File: src/rtl/fetch_pkg.sv
// fetch_pkg
// Shared definitions for the instruction-fetch slice: FSM state encoding,
// reset/NOP defaults, PC increment and the word-alignment mask applied to
// every redirect target.
package fetch_pkg;

  typedef enum logic {
    IDLE = 1'b0,
    REQ  = 1'b1
  } state_t;

  localparam logic [31:0] RESET_PC   = 32'h0000_0000;
  localparam logic [31:0] NOP_INSTR  = 32'h0000_0000;
  localparam logic [31:0] PC_INC     = 32'd4;
  localparam logic [31:0] ALIGN_MASK = 32'hFFFF_FFFC;

endpackage

File: src/rtl/fetch_skid_buf.sv
// fetch_skid_buf
// One-entry holding register for a fetched {instr, pc, pc4} triple that
// arrived while decode was stalled.
//
// Ports:
//   clk, rst          clock, asynchronous active-high reset
//   i_clr             flush (redirect); wins over load/pop
//   i_load            capture i_instr/i_pc/i_pc4, entry becomes full
//   i_pop             entry consumed by the output stage, becomes empty
//   o_full            entry holds live data
//   o_instr/o_pc/o_pc4 stored triple
module fetch_skid_buf
  import fetch_pkg::*;
#(
  parameter int ADDR_W = 32,
  parameter int DATA_W = 32
) (
  input  logic              clk,
  input  logic              rst,
  input  logic              i_clr,
  input  logic              i_load,
  input  logic [DATA_W-1:0] i_instr,
  input  logic [ADDR_W-1:0] i_pc,
  input  logic [ADDR_W-1:0] i_pc4,
  input  logic              i_pop,
  output logic              o_full,
  output logic [DATA_W-1:0] o_instr,
  output logic [ADDR_W-1:0] o_pc,
  output logic [ADDR_W-1:0] o_pc4
);

  logic              r_full;
  logic [DATA_W-1:0] r_instr;
  logic [ADDR_W-1:0] r_pc;
  logic [ADDR_W-1:0] r_pc4;

  always_ff @(posedge clk or posedge rst) begin
    if (rst) begin
      r_full  <= 1'b0;
      r_instr <= '0;
      r_pc    <= '0;
      r_pc4   <= '0;
    end else if (i_clr) begin
      r_full <= 1'b0;
    end else if (i_load) begin
      r_full  <= 1'b1;
      r_instr <= i_instr;
      r_pc    <= i_pc;
      r_pc4   <= i_pc4;
    end else if (i_pop) begin
      r_full <= 1'b0;
    end
  end

  assign o_full  = r_full;
  assign o_instr = r_instr;
  assign o_pc    = r_pc;
  assign o_pc4   = r_pc4;

endmodule

File: src/rtl/pc_fetch_unit.sv
// pc_fetch_unit
// Instruction-fetch stage: owns the PC, issues word fetches to instruction
// memory, forms branch/jump redirect targets and hands instructions to
// decode through a one-entry skid buffer.
//
// Ports:
//   clk, rst                   clock, asynchronous active-high reset
//   br_taken, br_pc4, br_off   taken branch: target = br_pc4 + br_off (byte offset)
//   jmp, jmp_target            absolute jump, wins over br_taken
//   imem_req/addr/ack/rdata    instruction-memory request channel
//   if_valid/ready/instr/pc/pc4 decode channel
//   misalign                   one-cycle pulse after an unaligned redirect target
//   dbg_state                  current FSM state (0 = IDLE, 1 = REQ)
//
// Handshakes: imem_req/imem_addr are held stable until the cycle imem_ack is
// high (ack may arrive in the request cycle). if_valid with if_* is held
// stable until the cycle if_ready is high; the transfer happens on the rising
// edge where both are high. A redirect drops whatever is pending.
module pc_fetch_unit #(
  parameter int                ADDR_W    = 32,
  parameter int                DATA_W    = 32,
  parameter logic [ADDR_W-1:0] RESET_PC  = ADDR_W'(fetch_pkg::RESET_PC),
  parameter logic [DATA_W-1:0] NOP_INSTR = DATA_W'(fetch_pkg::NOP_INSTR)
) (
  input  logic              clk,
  input  logic              rst,
  input  logic              br_taken,
  input  logic [ADDR_W-1:0] br_pc4,
  input  logic [ADDR_W-1:0] br_off,
  input  logic              jmp,
  input  logic [ADDR_W-1:0] jmp_target,
  output logic              imem_req,
  output logic [ADDR_W-1:0] imem_addr,
  input  logic              imem_ack,
  input  logic [DATA_W-1:0] imem_rdata,
  output logic              if_valid,
  input  logic              if_ready,
  output logic [DATA_W-1:0] if_instr,
  output logic [ADDR_W-1:0] if_pc,
  output logic [ADDR_W-1:0] if_pc4,
  output logic              misalign,
  output logic              dbg_state
);
  import fetch_pkg::*;

  state_t            r_state;
  state_t            w_next_state;
  logic [ADDR_W-1:0] r_pc;
  logic [ADDR_W-1:0] r_stale_addr;
  logic              r_drop;
  logic              r_misalign;
  logic              r_if_valid;
  logic [DATA_W-1:0] r_if_instr;
  logic [ADDR_W-1:0] r_if_pc;
  logic [ADDR_W-1:0] r_if_pc4;

  logic              w_redirect;
  logic [ADDR_W-1:0] w_raw_target;
  logic [ADDR_W-1:0] w_target;
  logic [ADDR_W-1:0] w_pc_plus4;
  logic              w_req_active;
  logic              w_ack_live;
  logic              w_slot_free;
  logic              w_accept;
  logic              w_load_if;
  logic              w_load_skid;
  logic              w_pop_skid;
  logic              w_skid_full;
  logic [DATA_W-1:0] w_skid_instr;
  logic [ADDR_W-1:0] w_skid_pc;
  logic [ADDR_W-1:0] w_skid_pc4;

  assign w_redirect   = jmp | br_taken;
  assign w_raw_target = jmp ? jmp_target : (br_pc4 + br_off);
  assign w_target     = w_raw_target & ADDR_W'(ALIGN_MASK);
  assign w_pc_plus4   = r_pc + ADDR_W'(PC_INC);

  assign w_req_active = (r_state == REQ);
  // An ack is only useful when it answers a request for the current PC:
  // not the stale one being drained, and not one a redirect just killed.
  assign w_ack_live   = w_req_active && imem_ack && !r_drop && !w_redirect;
  assign w_slot_free  = !r_if_valid || if_ready;
  assign w_accept     = r_if_valid && if_ready;
  assign w_load_if    = w_ack_live && w_slot_free;
  assign w_load_skid  = w_ack_live && !w_slot_free;
  assign w_pop_skid   = w_accept && w_skid_full && !w_redirect;

  always_comb begin
    w_next_state = r_state;
    case (r_state)
      IDLE: if (!w_skid_full && !w_redirect) w_next_state = REQ;
      // Without an ack the request stays open, even across a redirect
      // (the stale answer still has to be drained).
      REQ: begin
        if (imem_ack) begin
          if (w_redirect || r_drop || w_load_skid) w_next_state = IDLE;
          else w_next_state = REQ;
        end
      end
      default: w_next_state = IDLE;
    endcase
  end

  always_ff @(posedge clk or posedge rst) begin
    if (rst) begin
      r_state      <= IDLE;
      r_pc         <= RESET_PC;
      r_stale_addr <= RESET_PC;
      r_drop       <= 1'b0;
      r_misalign   <= 1'b0;
    end else begin
      r_state    <= w_next_state;
      r_misalign <= w_redirect && (w_raw_target[1:0] != 2'b00);
      if (w_redirect) r_pc <= w_target;
      else if (w_ack_live) r_pc <= w_pc_plus4;
      // Keep presenting the old address while its answer is outstanding.
      if (w_redirect && w_req_active && !imem_ack) begin
        r_drop <= 1'b1;
        if (!r_drop) r_stale_addr <= r_pc;
      end else if (w_req_active && imem_ack) begin
        r_drop <= 1'b0;
      end
    end
  end

  always_ff @(posedge clk or posedge rst) begin
    if (rst) begin
      r_if_valid <= 1'b0;
      r_if_instr <= NOP_INSTR;
      r_if_pc    <= '0;
      r_if_pc4   <= '0;
    end else if (w_redirect) begin
      r_if_valid <= 1'b0;
    end else if (w_pop_skid) begin
      r_if_valid <= 1'b1;
      r_if_instr <= w_skid_instr;
      r_if_pc    <= w_skid_pc;
      r_if_pc4   <= w_skid_pc4;
    end else if (w_load_if) begin
      r_if_valid <= 1'b1;
      r_if_instr <= imem_rdata;
      r_if_pc    <= r_pc;
      r_if_pc4   <= w_pc_plus4;
    end else if (w_accept) begin
      r_if_valid <= 1'b0;
    end
  end

  fetch_skid_buf #(
    .ADDR_W(ADDR_W),
    .DATA_W(DATA_W)
  ) u_skid (
    .clk    (clk),
    .rst    (rst),
    .i_clr  (w_redirect),
    .i_load (w_load_skid),
    .i_instr(imem_rdata),
    .i_pc   (r_pc),
    .i_pc4  (w_pc_plus4),
    .i_pop  (w_pop_skid),
    .o_full (w_skid_full),
    .o_instr(w_skid_instr),
    .o_pc   (w_skid_pc),
    .o_pc4  (w_skid_pc4)
  );

  assign imem_req  = w_req_active;
  assign imem_addr = r_drop ? r_stale_addr : r_pc;
  assign if_valid  = r_if_valid;
  assign if_instr  = r_if_valid ? r_if_instr : NOP_INSTR;
  assign if_pc     = r_if_pc;
  assign if_pc4    = r_if_pc4;
  assign misalign  = r_misalign;
  assign dbg_state = r_state;

endmodule

File: config.mk
export PLATFORM = sky130hd
export DESIGN_NAME = pc_fetch_unit
export DESIGN_NICKNAME = d
export VERILOG_FILES = /design/src/rtl/fetch_pkg.sv /design/src/rtl/fetch_skid_buf.sv /design/src/rtl/pc_fetch_unit.sv
export SDC_FILE = /design/constraint.sdc
export NUM_CORES = 1
export LEC_CHECK = 0
export BUFFER_PORTS_ARGS = -buffer_cell sky130_fd_sc_hd__clkbuf_2
export CORE_ASPECT_RATIO = 0.8
export CORE_MARGIN = 2
export CORE_UTILIZATION = 35
export DETAILED_ROUTE_END_ITERATION = 7
export MAX_ROUTING_LAYER = met4
export PLACE_DENSITY = 0.59
export SLEW_MARGIN = 30
export SYNTH_ARGS = -nofsm -noshare
export SYNTH_HDL_FRONTEND = slang
export SYNTH_SLANG_ARGS = --single-unit
File: constraint.sdc
create_clock -name clk -period 11.7 [get_ports clk]
set_input_delay 2.34 -clock clk [delete_from_list [all_inputs] [get_ports clk]]
set_output_delay 2.34 -clock clk [all_outputs]
set_load 0.02 [all_outputs]
# ---- Word-level counts from Yosys, hierarchy flattened
# Index checks and enable logic that the tools add are counted.
dict set report classes {
  addsub 2
  mux 24
  bitwise_logic 3
  reduce_logical 29
}
# op n
set ops {}
lappend ops {{$mux 32} 11}
lappend ops {{$add 32x3->32 const B} 1}
lappend ops {{$add 32x32->32} 1}
lappend ops {{$logic_and 1x1->1} 12}
lappend ops {{$mux 1} 12}
lappend ops {{$reduce_bool 2->1} 4}
lappend ops {{$logic_not 1->1} 6}
lappend ops {{$reduce_and 2->1} 2}
lappend ops {{$reduce_bool 4->1} 1}
lappend ops {{$logic_or 1x1->1} 3}
lappend ops {{$reduce_bool 3->1} 1}
lappend ops {{$not 1->1} 2}
lappend ops {{$pmux 1 s2} 1}
lappend ops {{$or 1x1->1} 1}
dict set report word_totals {
  ff_bits 261
  inputBits 134
  output_inout_bits 132
  wordCells 71
}

# ---- Longest topological paths before layout
dict set report logic_depth {
  depth_word 8
  ltp_mapped 10
  ltp_nobuf 9
}

# ---- Modules after synthesis
# Synthesis repeated with hierarchy kept, for this count alone.
dict set report unflattened {
  cells_unflattened 1316
  hier_area_um2 14078.5
}
# module instances cells_per_inst area_each_um2 seq_area_each_um2
set modules_own_cells {}
lappend modules_own_cells {pc_fetch_unit 1 1107 10263.6 4053.9}
lappend modules_own_cells {fetch_skid_buf 1 209 3814.9 2427.3}

# ---- Worst setup path before layout
# OpenSTA, ideal clock, no wires.
dict set report synth_timing {
  kind {input to register}
  start {in br_pc4[0]}
  end {reg r_pc[28]}
  setup_ps 135
  arrival_time_ps 4393
  required_ps 11565
  slack_ps 7172
  stages 9
  n_path_buf 0
  cell_sequence {ha_1 -> fa_1 -> a211oi_1 -> o21bai_1 -> a21oi_1 -> o21ai_0 -> a21boi_0 -> a2111o_1 -> o211ai_1}
}
dict set report synth_via {
  elab_chain_cells 3
}
# element line_no
set synth_rtl {}
lappend synth_rtl {{from (decl)} pc_fetch_unit.sv:28} ;# input logic [ADDR_W-1:0] br_pc4,
lappend synth_rtl {{$add 32x32->32} pc_fetch_unit.sv:74} ;# assign w_raw_target = jmp ? jmp_target : (br_pc4 + br_off);
lappend synth_rtl {{$mux 32} pc_fetch_unit.sv:74}
lappend synth_rtl {{$mux 32} pc_fetch_unit.sv:114} ;# if (w_redirect) r_pc <= w_target;
lappend synth_rtl {{to (signal assigned)} pc_fetch_unit.sv:114}
lappend synth_rtl {{to (signal assigned)} pc_fetch_unit.sv:115} ;# else if (w_ack_live) r_pc <= w_pc_plus4;
lappend synth_rtl {{to (decl)} pc_fetch_unit.sv:48} ;# logic [ADDR_W-1:0] r_pc;
# Every way passes these cells.
# A chain may end at the register's enable or synchronous reset.

# ---- Worst setup path after layout
dict set report layout_timing {
  start {in jmp}
  end {reg u_skid.r_instr[16] (netlist: u_skid.o_instr[16])}
}
dict set report layout_via {
  elab_chain_cells 5
  elab_cells_between_ends 6
  cone_classes {bitwise (2); reduce/logical (4)}
}
# element line_no
set layout_rtl {}
lappend layout_rtl {{from (decl)} pc_fetch_unit.sv:30} ;# input logic jmp,
lappend layout_rtl {{$or 1x1->1 (*)} pc_fetch_unit.sv:73} ;# assign w_redirect = jmp | br_taken;
lappend layout_rtl {{$logic_not 1->1} pc_fetch_unit.sv:81} ;# assign w_ack_live = w_req_active && imem_ack && !r_drop && !w_redirect;
lappend layout_rtl {{$logic_and 1x1->1} pc_fetch_unit.sv:81}
lappend layout_rtl {{$logic_and 1x1->1} pc_fetch_unit.sv:85} ;# assign w_load_skid = w_ack_live && !w_slot_free;
lappend layout_rtl {{$reduce_and 2->1 (no line) (*)} n/a}
lappend layout_rtl {{to (signal assigned)} fetch_skid_buf.sv:47} ;# r_instr <= i_instr;
lappend layout_rtl {{to (decl)} fetch_skid_buf.sv:33} ;# logic [DATA_W-1:0] r_instr;
# Mark *: on every way between the ends. The rest lies on a longest branch, timed or not.

==> results_dict.tcl <==
set metrics [dict create \
    status "finished clean" \
    routed_wl_um 40700 \
    worst_slack_ns 6.63 \
    io_pins 266 \
    slew_viol_final 0 \
    crit_path_start_kind "input port" \
    max_freq_mhz 197 \
    dpl.hpwl_um 29200 \
    ys_ff_latch 251 \
    route.detailed.drc 0 \
    postLayoutCellArea_mm2 0.0159 \
    rows 63 \
    grt_max_degree 109 \
    core_mm2 0.0373 \
    cts_setup_buffers 0 \
    final_common_cell "clkbuf_2" \
    holdPathStages 2 \
    placed_area_mm2 0.0149 \
    cts_buffers 29 \
    synthMuxAreaShare_pct 10.6 \
    clock-root-buffer "clkbuf_16" \
    die-area_mm2 0.0397 \
    worstRegToRegCells 5 \
    cp-end-kind "register" \
    vdd.ir_drop.worst_v 0.0000898 \
    syn_to_final_growth_pct 19.6 \
    seq_area_frac_synth_pct 47.1 \
    layout_common_cells "261 x clkbuf_2, 250 x dfrtp_1, 168 x nor2_1" \
    clock_sinks 251 \
    setup_viol 0 \
    wire_per_inst_um 19.6 \
    worstHoldEndpoint "u_skid.o_pc4[12]$_DFFE_PP0P_" \
    finalCritPeriodShare_pct 43.3 \
    ys_dominant_reg_cell "dfrtp_1" \
    h-tree-depth 1 \
    rr_endpoint "u_skid.o_instr[16]$_DFFE_PP0P_" \
    port_buffers 261 \
    initial_core_util_pct 35.7 \
    die_y_um 179 \
    clk_latency_ns 0.53 \
    ctsHoldBuffers 0 \
    async_reset_ff_share_pct 100 \
    place_ws_ns 6.07 \
    antenna_found_initial 1 \
    track_usage_pct 20.9 \
    clkTransAtPathRegs_ns 0.06 \
    crit_arrival_ns 5.48 \
    cts_resized 0 \
    internal-power_w 0.00205 \
    synth_area_mm2 0.0133 \
    drv_cap 0 \
    rsz0062_at_grt "false" \
    first_global_vias 10600 \
    worst_pin_slew_ns 0.942 \
    setup_tns_ns 0 \
    drtPass1Iterations 5 \
    synth_fa_ha_area_share_pct 3.16 \
    grt_pass1_wl_um 63600 \
    swShare_pct 35.1 \
    synth_xor_area_share_pct 4.54 \
    p_per_area_mw_per_mm2 198 \
    synth_top_family_by_area "compound AO/OA/AOI/OAI gates" \
    p_leak_nw 7.63 \
    synth.distinct_cells 60 \
    period_needed_ns 5.07 \
    ys_warn_count 0 \
    critPathRequiredTime_ns 12.11 \
    ant_nets 0 \
    cts_buffer_depth 3 \
    pwr-share-comb_pct 30.5 \
    drt_iter0_drc 909 \
    nets 1734 \
    r2r-start "r_drop$_DFFE_PP0P_" \
    r2r_setup_slack_ns 8.31 \
    synthCells 1371 \
    switchingPower_w 0.00111 \
    viasPerCell 5.29 \
    holdWs_ns 0.480 \
    hp-class "register to register" \
    critPathMaxFanout 62 \
    place_congestion 0.897 \
    avgSynthCellArea_um2 9.72 \
    worst-setup-path-type "input port to register" \
    drive_gt1_share_pct 29.3 \
    cts_tree "done" \
    synth_compound_area_share_pct 16.0 \
    power.share.clock_pct 29.3 \
    synth_edf_count 0 \
    num_vias 11000 \
    hold_viol 0 \
    grt-ovfl-total 0 \
    clock_skew_ns 0.0102 \
    holdCritStartpoint "u_skid.o_pc4[12]$_DFFE_PP0P_" \
    die_w_um 222 \
    slew_headroom_pct 37.0 \
    synthSimpleGateAreaFrac_pct 14.3 \
    pwr-share-seq_pct 40.2 \
]
layout make-up:
type / count / area, um2
clock inverter: 13 / 155
sequential: 251 / 6280
inverter: 22 / 90.1
tap: 487 / 609
clock buffer: 39 / 833
multi-input combinational: 989 / 6520
timing repair buffer: 274 / 1440
antenna: 1 / 2.50
fill: 3657 / 21400
through the flow:
stage | instances | total power, W | utilization (%)
finish | 2076 | 0.00315 | 42.7
global route | 2076 | 0.00334 | 42.7
CTS | 2073 | 0.00319 | 42.6
detailed placement | 2021 | 0.00225 | 39.9
global placement | 2021 | 0.00223 | 39.9
floorplan | 1374 | 0.00188 | -
per-layer routing:
| layer | routed length (um) | track usage, % | vias to the layer above |
|---|---|---|---|
| met5 | 0 | - | - |
| met4 | 478 | 3.29 | 0 |
| met2 | 17500 | 30.4 | 326 |
| met1 | 20300 | 31.4 | 5352 |
| li1 | - | - | 5251 |
| met3 | 2380 | 2.90 | 45 |
cell usage after synthesis, types with 3 or more instances:
cell | n | area (um2)
dfrtp_1 | 251 | 6280
nor2_1 | 170 | 638
mux2_2 | 122 | 1370
o21ai_0 | 106 | 531
nand2_1 | 100 | 375
clkbuf_1 | 73 | 274
o22ai_1 | 70 | 438
a21oi_1 | 60 | 300
and2_1 | 43 | 269
xor2_1 | 36 | 315
xnor2_1 | 33 | 289
a22oi_1 | 32 | 240
ha_1 | 32 | 400
buf_2 | 28 | 140
inv_1 | 22 | 82.6
nand4_1 | 22 | 138
nor3_1 | 22 | 110
nand3_1 | 17 | 85.1
and3_1 | 12 | 75.1
a21o_1 | 11 | 82.6
a211oi_1 | 9 | 67.6
or3_1 | 9 | 56.3
a31oi_1 | 7 | 43.8
buf_4 | 7 | 52.6
o21a_1 | 7 | 52.6
o21bai_1 | 7 | 52.6
o211ai_1 | 6 | 45.0
a221o_1 | 5 | 50.1
buf_1 | 4 | 15.0
mux2i_1 | 4 | 40.0
o31ai_1 | 4 | 30.0
a21boi_0 | 3 | 22.5
a222oi_1 | 3 | 30.0
or2_2 | 3 | 18.8
power by group through the flow:
stage	clock network, W	logic [W]	registers (W)
after floorplan	0	0.000547	0.00133
after global routing	0.000983	0.00106	0.00130
after CTS	0.000946	0.000972	0.00127
after global placement	0	0.000952	0.00127
after detailed placement	0	0.000969	0.00128
final	0.000924	0.000961	0.00127
critical path: stages:
cell      delay [ns]
clkbuf_2        0.61
inv_1           0.45
nand2_1         0.28
or3_4           0.57
buf_4           0.75
mux2_2          0.42
worst max path at each step:
stage | from | to | slack [ns] | cells after the start
after floorplan | rst | dbg_state$_DFF_PP0_ | 2.46 | 1
after global placement | jmp | if_pc4[5]$_DFFE_PP0P_ | 6.15 | 8
after detailed placement | jmp | if_pc4[5]$_DFFE_PP0P_ | 6.07 | 8
after CTS | jmp | if_pc4[5]$_DFFE_PP0P_ | 6.62 | 8
after global routing | jmp | if_pc4[5]$_DFFE_PP0P_ | 6.36 | 8
final | jmp | u_skid.o_instr[16]$_DFFE_PP0P_ | 6.63 | 6
flip-flops by register name, summed over array words and instances, names as in the netlist:
register and cells:
r_stale_addr 32, if_pc 30, if_pc4 30, u_skid.o_pc4 30, u_skid.o_instr 32, dbg_state 1, r_drop 1, r_pc 30
misalign 1, if_valid 1, u_skid.o_full 1, u_skid.o_pc 30, r_if_instr 32
kinds of logic after synthesis:
kind of cell / Yosys count
other: 1
flip-flops: 251
buffers and inverters: 134
AO/OA/AOI/OAI: 344
AND/OR/NAND/NOR: 413
adder cells (fa/ha/maj): 33
XOR/XNOR: 69
multiplexers: 126
Note: power is estimated with default switching activity, not from simulation.
